**src/rtl/dac_spi_out.sv**
```systemverilog
// dac_spi_out: SPI master transmitter, 16-bit words, bit 0 first, idle-low clock
//   clock_i          system clock, all logic on its rising edge
//   reset_i          asynchronous active-high reset
//   data_in_i        word to send, [0:15], bit 0 goes out first
//   data_valid_i     load request, taken only while ready_o=1
//   ready_o          holding register empty
//   busy_o           transfer or inter-word gap in progress
//   data_sent_o      one-cycle pulse when the last bit of a word completes
//   spi_clock_out_o  SPI clock, idles low
//   spi_data_out_o   SPI data, changes only on falling SPI clock or at word start
//   spi_cs_n_o       chip select, active low
module dac_spi_out #(
    parameter int unsigned CLKDIV  = 4,
    parameter int unsigned GAPTIME = 8
) (
    input  logic        clock_i,
    input  logic        reset_i,
    input  logic [0:15] data_in_i,
    input  logic        data_valid_i,
    output logic        ready_o,
    output logic        busy_o,
    output logic        data_sent_o,
    output logic        spi_clock_out_o,
    output logic        spi_data_out_o,
    output logic        spi_cs_n_o
);
    typedef enum logic [2:0] {IDLE, SETUP, HIGH, LOW, GAP} state_t;
    state_t      state_q, state_d;
    logic [0:15] hold_q, hold_d, shift_q, shift_d;
    logic [3:0]  cnt_q, cnt_d;
    logic [15:0] div_q, div_d;
    logic        ready_q, ready_d, busy_q, busy_d, sent_q, sent_d;
    logic        sclk_q, sclk_d, sdo_q, sdo_d, cs_n_q, cs_n_d;
    logic        half_done, gap_done;
    assign half_done = div_q == 16'(CLKDIV - 1);
    assign gap_done  = div_q == 16'(GAPTIME - 1);
    always_comb begin
        state_d = state_q;
        hold_d  = hold_q;
        shift_d = shift_q;
        cnt_d   = cnt_q;
        div_d   = div_q;
        ready_d = ready_q;
        sent_d  = 1'b0;
        sclk_d  = sclk_q;
        sdo_d   = sdo_q;
        cs_n_d  = cs_n_q;
        // capture is independent of the serialiser state; a full register drops new words
        if (data_valid_i && ready_q) begin
            hold_d  = data_in_i;
            ready_d = 1'b0;
        end
        case (state_q)
            IDLE: if (!ready_q) begin
                shift_d = hold_q;
                ready_d = 1'b1;
                cs_n_d  = 1'b0;
                sdo_d   = hold_q[0];
                cnt_d   = '0;
                div_d   = '0;
                state_d = SETUP;
            end
            SETUP, LOW: begin
                div_d = half_done ? 16'd0 : div_q + 16'd1;
                if (half_done) begin
                    sclk_d  = 1'b1;
                    state_d = HIGH;
                end
            end
            HIGH: begin
                div_d = half_done ? 16'd0 : div_q + 16'd1;
                if (half_done) begin
                    sclk_d = 1'b0;
                    if (cnt_q == 4'd15) begin
                        cs_n_d  = 1'b1;
                        sdo_d   = 1'b0;
                        sent_d  = 1'b1;
                        state_d = GAP;
                    end else begin
                        cnt_d   = cnt_q + 4'd1;
                        sdo_d   = shift_q[cnt_d];
                        state_d = LOW;
                    end
                end
            end
            GAP: begin
                div_d = gap_done ? 16'd0 : div_q + 16'd1;
                if (gap_done) state_d = IDLE;
            end
            default: state_d = IDLE;
        endcase
        busy_d = state_d != IDLE;
    end
    always_ff @(posedge clock_i or posedge reset_i) begin
        if (reset_i) begin
            state_q <= IDLE;
            hold_q  <= '0;
            shift_q <= '0;
            cnt_q   <= '0;
            div_q   <= '0;
            ready_q <= 1'b1;
            busy_q  <= 1'b0;
            sent_q  <= 1'b0;
            sclk_q  <= 1'b0;
            sdo_q   <= 1'b0;
            cs_n_q  <= 1'b1;
        end else begin
            state_q <= state_d;
            hold_q  <= hold_d;
            shift_q <= shift_d;
            cnt_q   <= cnt_d;
            div_q   <= div_d;
            ready_q <= ready_d;
            busy_q  <= busy_d;
            sent_q  <= sent_d;
            sclk_q  <= sclk_d;
            sdo_q   <= sdo_d;
            cs_n_q  <= cs_n_d;
        end
    end
    assign ready_o         = ready_q;
    assign busy_o          = busy_q;
    assign data_sent_o     = sent_q;
    assign spi_clock_out_o = sclk_q;
    assign spi_data_out_o  = sdo_q;
    assign spi_cs_n_o      = cs_n_q;
endmodule

```
**config.mk**
```make
export PLATFORM = sky130hd
export DESIGN_NAME = dac_spi_out
export DESIGN_NICKNAME = d
export VERILOG_FILES = /design/src/rtl/dac_spi_out.sv
export SDC_FILE = /design/constraint.sdc
export NUM_CORES = 1
export LEC_CHECK = 0
export ABC_AREA = 1
export CAP_MARGIN = 20
export CORE_UTILIZATION = 55
export CTS_CLUSTER_SIZE = 14
export DETAILED_ROUTE_END_ITERATION = 10
export PLACE_DENSITY = 0.8
export SYNTH_ARGS = -nofsm -noshare
export SYNTH_HDL_FRONTEND = slang
export SYNTH_SLANG_ARGS = --single-unit
```
**constraint.sdc**
```tcl
create_clock -name clock_i -period 4.6 [get_ports clock_i]
set_input_delay 1.15 -clock clock_i [delete_from_list [all_inputs] [get_ports clock_i]]
set_output_delay 1.15 -clock clock_i [all_outputs]
set_load 0.01 [all_outputs]
```
* After elaboration in Yosys (flattened, before gate mapping) *
Index checks and enable logic that the tools add are counted.

operators by class
  add/sub/neg operators = 2
  magnitude comparators = 1
  equality and inequality tests = 12
  muxes and demuxes = 34
  bitwise logic cells = 2
  reductions and logical operators = 14

operator list
  operator               number
  $mux 16                3
  $pmux 16 s3            1
  $add 16x1->16 const B  1
  $eq 16x2->1 const B    1
  $eq 16x3->1 const B    1
  $mux 1                 16
  $mux 3                 5
  $mux 4                 3
  $pmux 3 s4             1
  $ne 2x2->1 const B     5
  $pmux 4 s2             1
  $reduce_and 4->1       2
  $eq 3x2->1 const B     2
  $pmux 1 s2             3
  $reduce_and 3->1       2
  $reduce_bool 3->1      2
  $ge 5x5->1 const B     1
  $not 4->5              1
  $add 4x1->4 const B    1
  $bmux 1 s4             1
  $eq 4x4->1 const B     1
  $reduce_and 2->1       2
  $reduce_bool 2->1      2
  $eq 3x1->1 const B     1
  other kinds (6)        6

word-level totals
  bits in registers = 61
  input port bits = 19
  logic and storage cells = 76

* Logic depth before layout (Yosys ltp) *
Gate-level depths: netlist of run 1.

  depth after elaboration = 8
  depth in mapped cells = 10
  depth with buffers taken out = 9

* Least setup slack after synthesis of run 1 *
Ideal clock, no wire load.

  kind = input-to-reg
  start = input port data_valid_i
  end = register hold_q[11] (netlist bit)
  library setup time = 0.125 ns
  arrival time = 1.946 ns
  required time = 4.475 ns
  slack = 2.529 ns
  stages on the path = 3
  cell sequence = nand2_1 > buf_2 > mux2_2

between the ends
  longest elaborated chain between the ends = 1

RTL lines
  element               RTL line  RTL
  start, declared       19        input logic data_valid_i,
  $logic_and 1x1->1     49        if (data_valid_i && ready_q) begin
  end signal, assigned  109       hold_q <= hold_d;
  end, declared         29        logic [0:15] hold_q, hold_d, shift_q, shift_d;

No other way between the ends.
A chain may end at the register's enable or synchronous reset.

* Final worst setup path of run 1 *
  start = register ready_q, in the netlist ready_o
  end = output port ready_o

RTL lines
  element                 RTL line  RTL
  start, declared         32        logic ready_q, ready_d, busy_q, busy_d, sent_q, sent_d;
  start signal, assigned  113       ready_q <= ready_d;
  end, declared           20        output logic ready_o,

No word-level cell between the ends.

==> impl_metrics.ini, run 1 <==
[run_status]
outcome = finished clean

[setup_path]
required_ns = 3.45
crit_arrival_ns = 1.46
worstSetupStartpointType = register
worstSetupEndpointType = output port
r2r_start = state_q[1]
path_cells = clkdlybuf4s50_1
critical_path_class = register to output port
max_stage_delay_ns = 0.58
crit_family = flip-flops
crit_fanout = 4
slowest_stage = dfstp_2
crit_buf_inv = 1
critPathLaunch = ready_o

[pwr]
power.density_nw_per_um2 = 569
pwr-share-seq = 0.413
pwr-share-comb = 0.356
leakage_nw = 1.72
p_clk_frac = 0.231
p_sw_mw = 0.771
ir_worst_vdd_uv = 301
switching_share = 0.370
p_int_mw = 1.31

[cells_and_area]
fillers = 460
final_area_sq_um = 3660
fin_util = 0.664
layout-drive-gt1-share = 0.120
area_delta_synth_final_pct = 16.7
antenna_cells = 0
finalNetCount = 426

[floorplanning]
coreArea_sq_um = 5510
dieArea_sq_um = 6010
rows = 27
die_w_um = 77.5
fp.dieH_um = 77.5
start_util = 0.569
ioPinCount = 25

[route]
vias = 2509
drt_first_pass_iters = 5
drtIter0Drc = 169
vias_per_cell = 5.21
antenna_left = 0
drc_errors = 0
wirelength_um = 6250
avgRoutedWirePerCell_um = 13.0

[job]
cap_violations = 0

[timing]
hold_violations = 0
maxSlewHeadroom = 0.486
setup_slack_ns = 1.99
rsz0062_at_grt = false
fin_crit_ns = 2.61
finClkSkew_ns = 0.00651
finalSetupViolCount = 0
finalSetupTns_ns = 0
period_share = 0.567
clock.fmax_mhz = 383
tightest_slew_ns = 0.769
maxSlewViolCount = 0

[synth]
syn_nets = 396
synthCells = 375
syn_avg_cell_area_sq_um = 8.36
synth-seq-cells = 61
synth.distinct_cells = 33
synth_edf_count = 0
syn_area_sq_um = 3140
netlist_top_cells_area = dfrtp_1, nand2_1, nor2_1
ys_seq_area_frac = 0.488
synth_top_cell_by_area = dfrtp_1
synth_ff_type = dfrtp_1
synthArstFlopShare = 1.00
synth_warnings = 0
synth.top_cell.area_share = 0.471

[min_path]
hp-class = register to register
min_from = hold_q[7]

[global_route]
grt_overflow = 0
grt_pass1_vias = 2505
grt_use_total = 0.237
grt_max_degree = 50
antenna_found_initial = 0
grt_pass1_wl_um = 11000

[place]
hpwlAfterDp_um = 4460
port-buffer-count = 24
place.gp.congestion = 0.886
placed_area_sq_um = 3440
pre_cts_slack_ns = 1.96

[cts]
h-tree-depth = 3
post_cts_resized = 0
cts_buffers = 9
cts_sinks = 61
cts_setup_buffers = 0
clockBufferDepth = 2
hold_buffers = 0
cts_tree = yes
root_buffer = clkbuf_8
clk-insertion-delay-late_ns = 0.34
clkTransAtPathRegs_ns = 0.06
area by class of cell:
type,count,area (sq um),area share
inverters,45,171,0.0469
well taps,72,90.1,0.0246
flip-flops and latches,61,1530,0.418
clock inverters,3,43.8,0.0120
repair buffers,27,275,0.0752
clock buffers,13,159,0.0434
multi-input cells,261,1390,0.380
cell usage in the layout (no fill, tap or decap), drive strengths merged:
cell type | netlist | layout
nand2 | 89 | 89
dfrtp | 59 | 59
nor2 | 50 | 50
inv | 45 | 45
o21ai | 34 | 34
nand3 | 30 | 30
clkdlybuf4s50 | 0 | 24
mux2 | 14 | 14
clkbuf | 3 | 13
xor2 | 12 | 12
a21oi | 9 | 9
nor3 | 5 | 5
o211ai | 3 | 3
o21bai | 3 | 3
o31ai | 3 | 3
buf | 5 | 3
nand4 | 2 | 2
xnor2 | 2 | 2
ha | 2 | 2
dfstp | 2 | 2
clkinv | 0 | 2
a21boi | 1 | 1
nor3b | 1 | 1
nand3b | 1 | 1
bufinv | 0 | 1
final timing paths:
check | to | slack, ns | cells after the start
min in group asynchronous | hold_q[10] | 1.12 | 2
min | shift_q[7] | 0.48 | 2
min reg2reg | shift_q[7] | 0.48 | 2
max | ready_o | 1.99 | 1
max reg2reg | div_q[4] | 2.81 | 6
max in group asynchronous | spi_cs_n_o | 2.88 | 3
synth_stat cells, types with 2 or more instances:
library cell / n
buf_2: 3
nand2_2: 4
dfstp_2: 2
nor2_1: 46
a21oi_1: 9
mux2_2: 14
nor2_4: 3
nor3_1: 4
o21bai_1: 3
dfrtp_1: 59
clkbuf_1: 3
xor2_1: 12
nand4_1: 2
o211ai_1: 3
nand2_1: 84
o31ai_1: 3
inv_1: 42
o21ai_1: 2
xnor2_1: 2
ha_1: 2
nand3_1: 30
o21ai_0: 31
inv_2: 2
kinds of logic (layout without fill, tap and decap cells):
group | after synthesis | count (layout) | synth area share
simple gates | 178 | 178 | 0.250
flops | 61 | 61 | 0.488
mux | 14 | 14 | 0.0503
compound gates | 53 | 53 | 0.0962
xor+xnor | 14 | 14 | 0.0391
fa+ha+maj | 2 | 2 | 0.00798
buf+inv | 53 | 88 | 0.0690
power groups by stage:
stage / sequential (mW) / combinational [mW] / clock (mW)
finish: 0.859 / 0.741 / 0.481
global route: 0.882 / 0.848 / 0.513
CTS: 0.858 / 0.743 / 0.494
detailed placement: 0.867 / 0.737 / 0
global placement: 0.859 / 0.710 / 0
floorplan: 0.833 / 0.574 / 0
worst register-to-register path: cells and delay by family (launching register included):
family / cells / cell delay, ns
compound gates: 1 / 0.17
xor+xnor: 1 / 0.16
buf+inv: 1 / 0.21
flops: 1 / 0.45
simple gates: 3 / 0.69
layer usage:
layer / up-vias / track usage / part of all wire
met3: 10 / 0.0376 / 0.036
met2: 60 / 0.388 / 0.48
met4: 0 / 0.145 / 0.022
li1: 1262 / - / -
met5: - / 0 / 0
met1: 1177 / 0.294 / 0.46
stage by stage:
| step | hold slack, ns | power (mW) | std cells |
|---|---|---|---|
| 2_1_floorplan | 0.443 | 1.41 | 375 |
| 3_3_place_gp | 0.459 | 1.57 | 465 |
| 3_5_place_dp | 0.468 | 1.60 | 465 |
| 4_1_cts | 0.483 | 2.10 | 481 |
| 5_1_grt | 0.500 | 2.24 | 482 |
| 6_report | 0.480 | 2.08 | 482 |
registers in the layout, summed over array words and instances (netlist names):
signal and cells:
shift_q 16, data_sent_o 1, spi_data_out_o 1, div_q 16, spi_clock_out_o 1, state_q 3, ready_o 1, cnt_q 4
busy_o 1, hold_q 16, spi_cs_n_o 1
(Power assumes the default switching activity.)
==> run 2: changes to the inputs <==
clock period = 2.75 ns   (was 4.6 ns; I/O delays follow)
==> run 2 against run 1 <==
Wire length grew 1.7%. Sequential share of layout area shrank 0.14 points. Sequential power grew 66%. Sequential cell count is the same. Highest routed layer unchanged. Worst setup slack lost 1.4 ns.
==> impl_metrics.ini, run 2 (synthesis gave the netlist of run 1 again) <==
[run_status]
outcome = finished clean

[route]
drc_errors = 0
wirelength_um = 6350
vias_per_cell = 5.25
avgRoutedWirePerCell_um = 13.1
antenna_left = 0
vias = 2543
drtIter0Drc = 182
drt_first_pass_iters = 4

[cts]
cts_buffers = 9
clk-insertion-delay-late_ns = 0.35
h-tree-depth = 3
clkTransAtPathRegs_ns = 0.07
cts_setup_buffers = 0
root_buffer = clkbuf_8
cts_sinks = 61
cts_tree = yes
post_cts_resized = 0
clockBufferDepth = 2
hold_buffers = 0

[setup_path]
worstSetupStartpointType = register
critical_path_class = register to output port
slowest_stage = dfstp_2
required_ns = 2.06
crit_fanout = 4
worstSetupEndpointType = output port
path_cells = clkdlybuf4s50_1
reg2reg_slack_ns = 0.95
crit_arrival_ns = 1.47
crit_family = flip-flops
crit_buf_inv = 1
max_stage_delay_ns = 0.57

[timing]
period_share = 0.783
maxSlewHeadroom = 0.493
tightest_slew_ns = 0.759
fin_crit_ns = 2.15
rsz0062_at_grt = false
clock.fmax_mhz = 464
finClkSkew_ns = 0.00834
hold_violations = 0
finalSetupTns_ns = 0
maxSlewViolCount = 0
finalSetupViolCount = 0

[global_route]
grt_use_total = 0.239
grt_overflow = 0
grt_pass1_wl_um = 11000
grt_max_degree = 30
grt_pass1_vias = 2487
antenna_found_initial = 0

[cells_and_area]
area_delta_synth_final_pct = 17.1
reg_top3 = div_q: 16 flops, hold_q: 16 flops, shift_q: 16 flops
fillers = 452
layout_common_cells = nand2_1, dfrtp_1, nor2_1
finalNetCount = 428
antenna_cells = 0
final_common_cell = nand2_1
fin_util = 0.667
layout-drive-gt1-share = 0.129

[floorplanning]
die_w_um = 77.5
fp.dieH_um = 77.5
ioPinCount = 25
coreArea_sq_um = 5510
dieArea_sq_um = 6010
start_util = 0.569
rows = 27

[pwr]
leakage_nw = 1.72
p_clk_frac = 0.228
p_sw_mw = 1.34
power.density_nw_per_um2 = 951
pwr-share-comb = 0.361
pwr-share-seq = 0.411
p_int_mw = 2.15
switching_share = 0.384
ir_worst_vdd_uv = 517

[job]
cap_violations = 0

[place]
hpwlAfterDp_um = 4710
port-buffer-count = 24
place.gp.congestion = 0.875

[min_path]
hp-class = register to register
-- run 2: changes by cell type in the layout (fill, tap and decap cells not counted), sizes merged --
cell and change:
clkinvlp +2, clkbuf -4, clkinv +2, buf +2
-- run 2: metal layers --
metal / routed length, um / GRT usage / vias to the layer above / part of all wire
li1: - / - / 1266 / -
met1: 2810 / 0.282 / 1205 / 0.44
met2: 3120 / 0.403 / 54 / 0.49
met3: 213 / 0.0471 / 18 / 0.034
met4: 209 / 0.145 / 0 / 0.033
met5: 0 / 0 / - / 0
-- run 2: per-stage QoR --
step / total power [mW] / instances / cell area (sq um) / hold slack, ns / setup WS, ns
2_1_floorplan: 2.35 / 375 / 3140 / 0.443 / 0.553
3_3_place_gp: 2.63 / 468 / 3470 / 0.460 / 0.606
3_5_place_dp: 2.70 / 468 / 3470 / 0.472 / 0.554
4_1_cts: 3.51 / 484 / 3670 / 0.488 / 0.578
5_1_grt: 3.76 / 484 / 3670 / 0.508 / 0.549
6_report: 3.49 / 484 / 3670 / 0.482 / 0.596
-- run 2: power groups by stage --
stage	Sequential (mW)	Clock, mW	Combinational (mW)
after floorplan	1.39	0	0.960
after global placement	1.43	0	1.20
after detailed placement	1.45	0	1.25
after CTS	1.43	0.812	1.27
after global routing	1.47	0.845	1.44
final	1.43	0.796	1.26
-- run 2: final timing paths --
kind / cells past startpoint / startpoint / end
setup / recovery: 1 / ready_o / ready_o
hold / removal: 2 / hold_q[9] / shift_q[9]
setup reg to reg: 6 / state_q[1] / div_q[5]
hold reg to reg: 2 / hold_q[9] / shift_q[9]
max in group asynchronous: 3 / reset_i / hold_q[7]
min in group asynchronous: 2 / reset_i / spi_data_out_o
-- run 2: cell type report --
| class | count | area [sq um] | share of cell area |
|---|---|---|---|
| clock buffer | 9 | 124 | 0.0337 |
| multi-input combinational | 261 | 1390 | 0.379 |
| clock inverter | 7 | 76.3 | 0.0208 |
| inverter | 45 | 171 | 0.0467 |
| sequential | 61 | 1530 | 0.416 |
| tap | 72 | 90.1 | 0.0245 |
| timing repair buffer | 29 | 290 | 0.0791 |
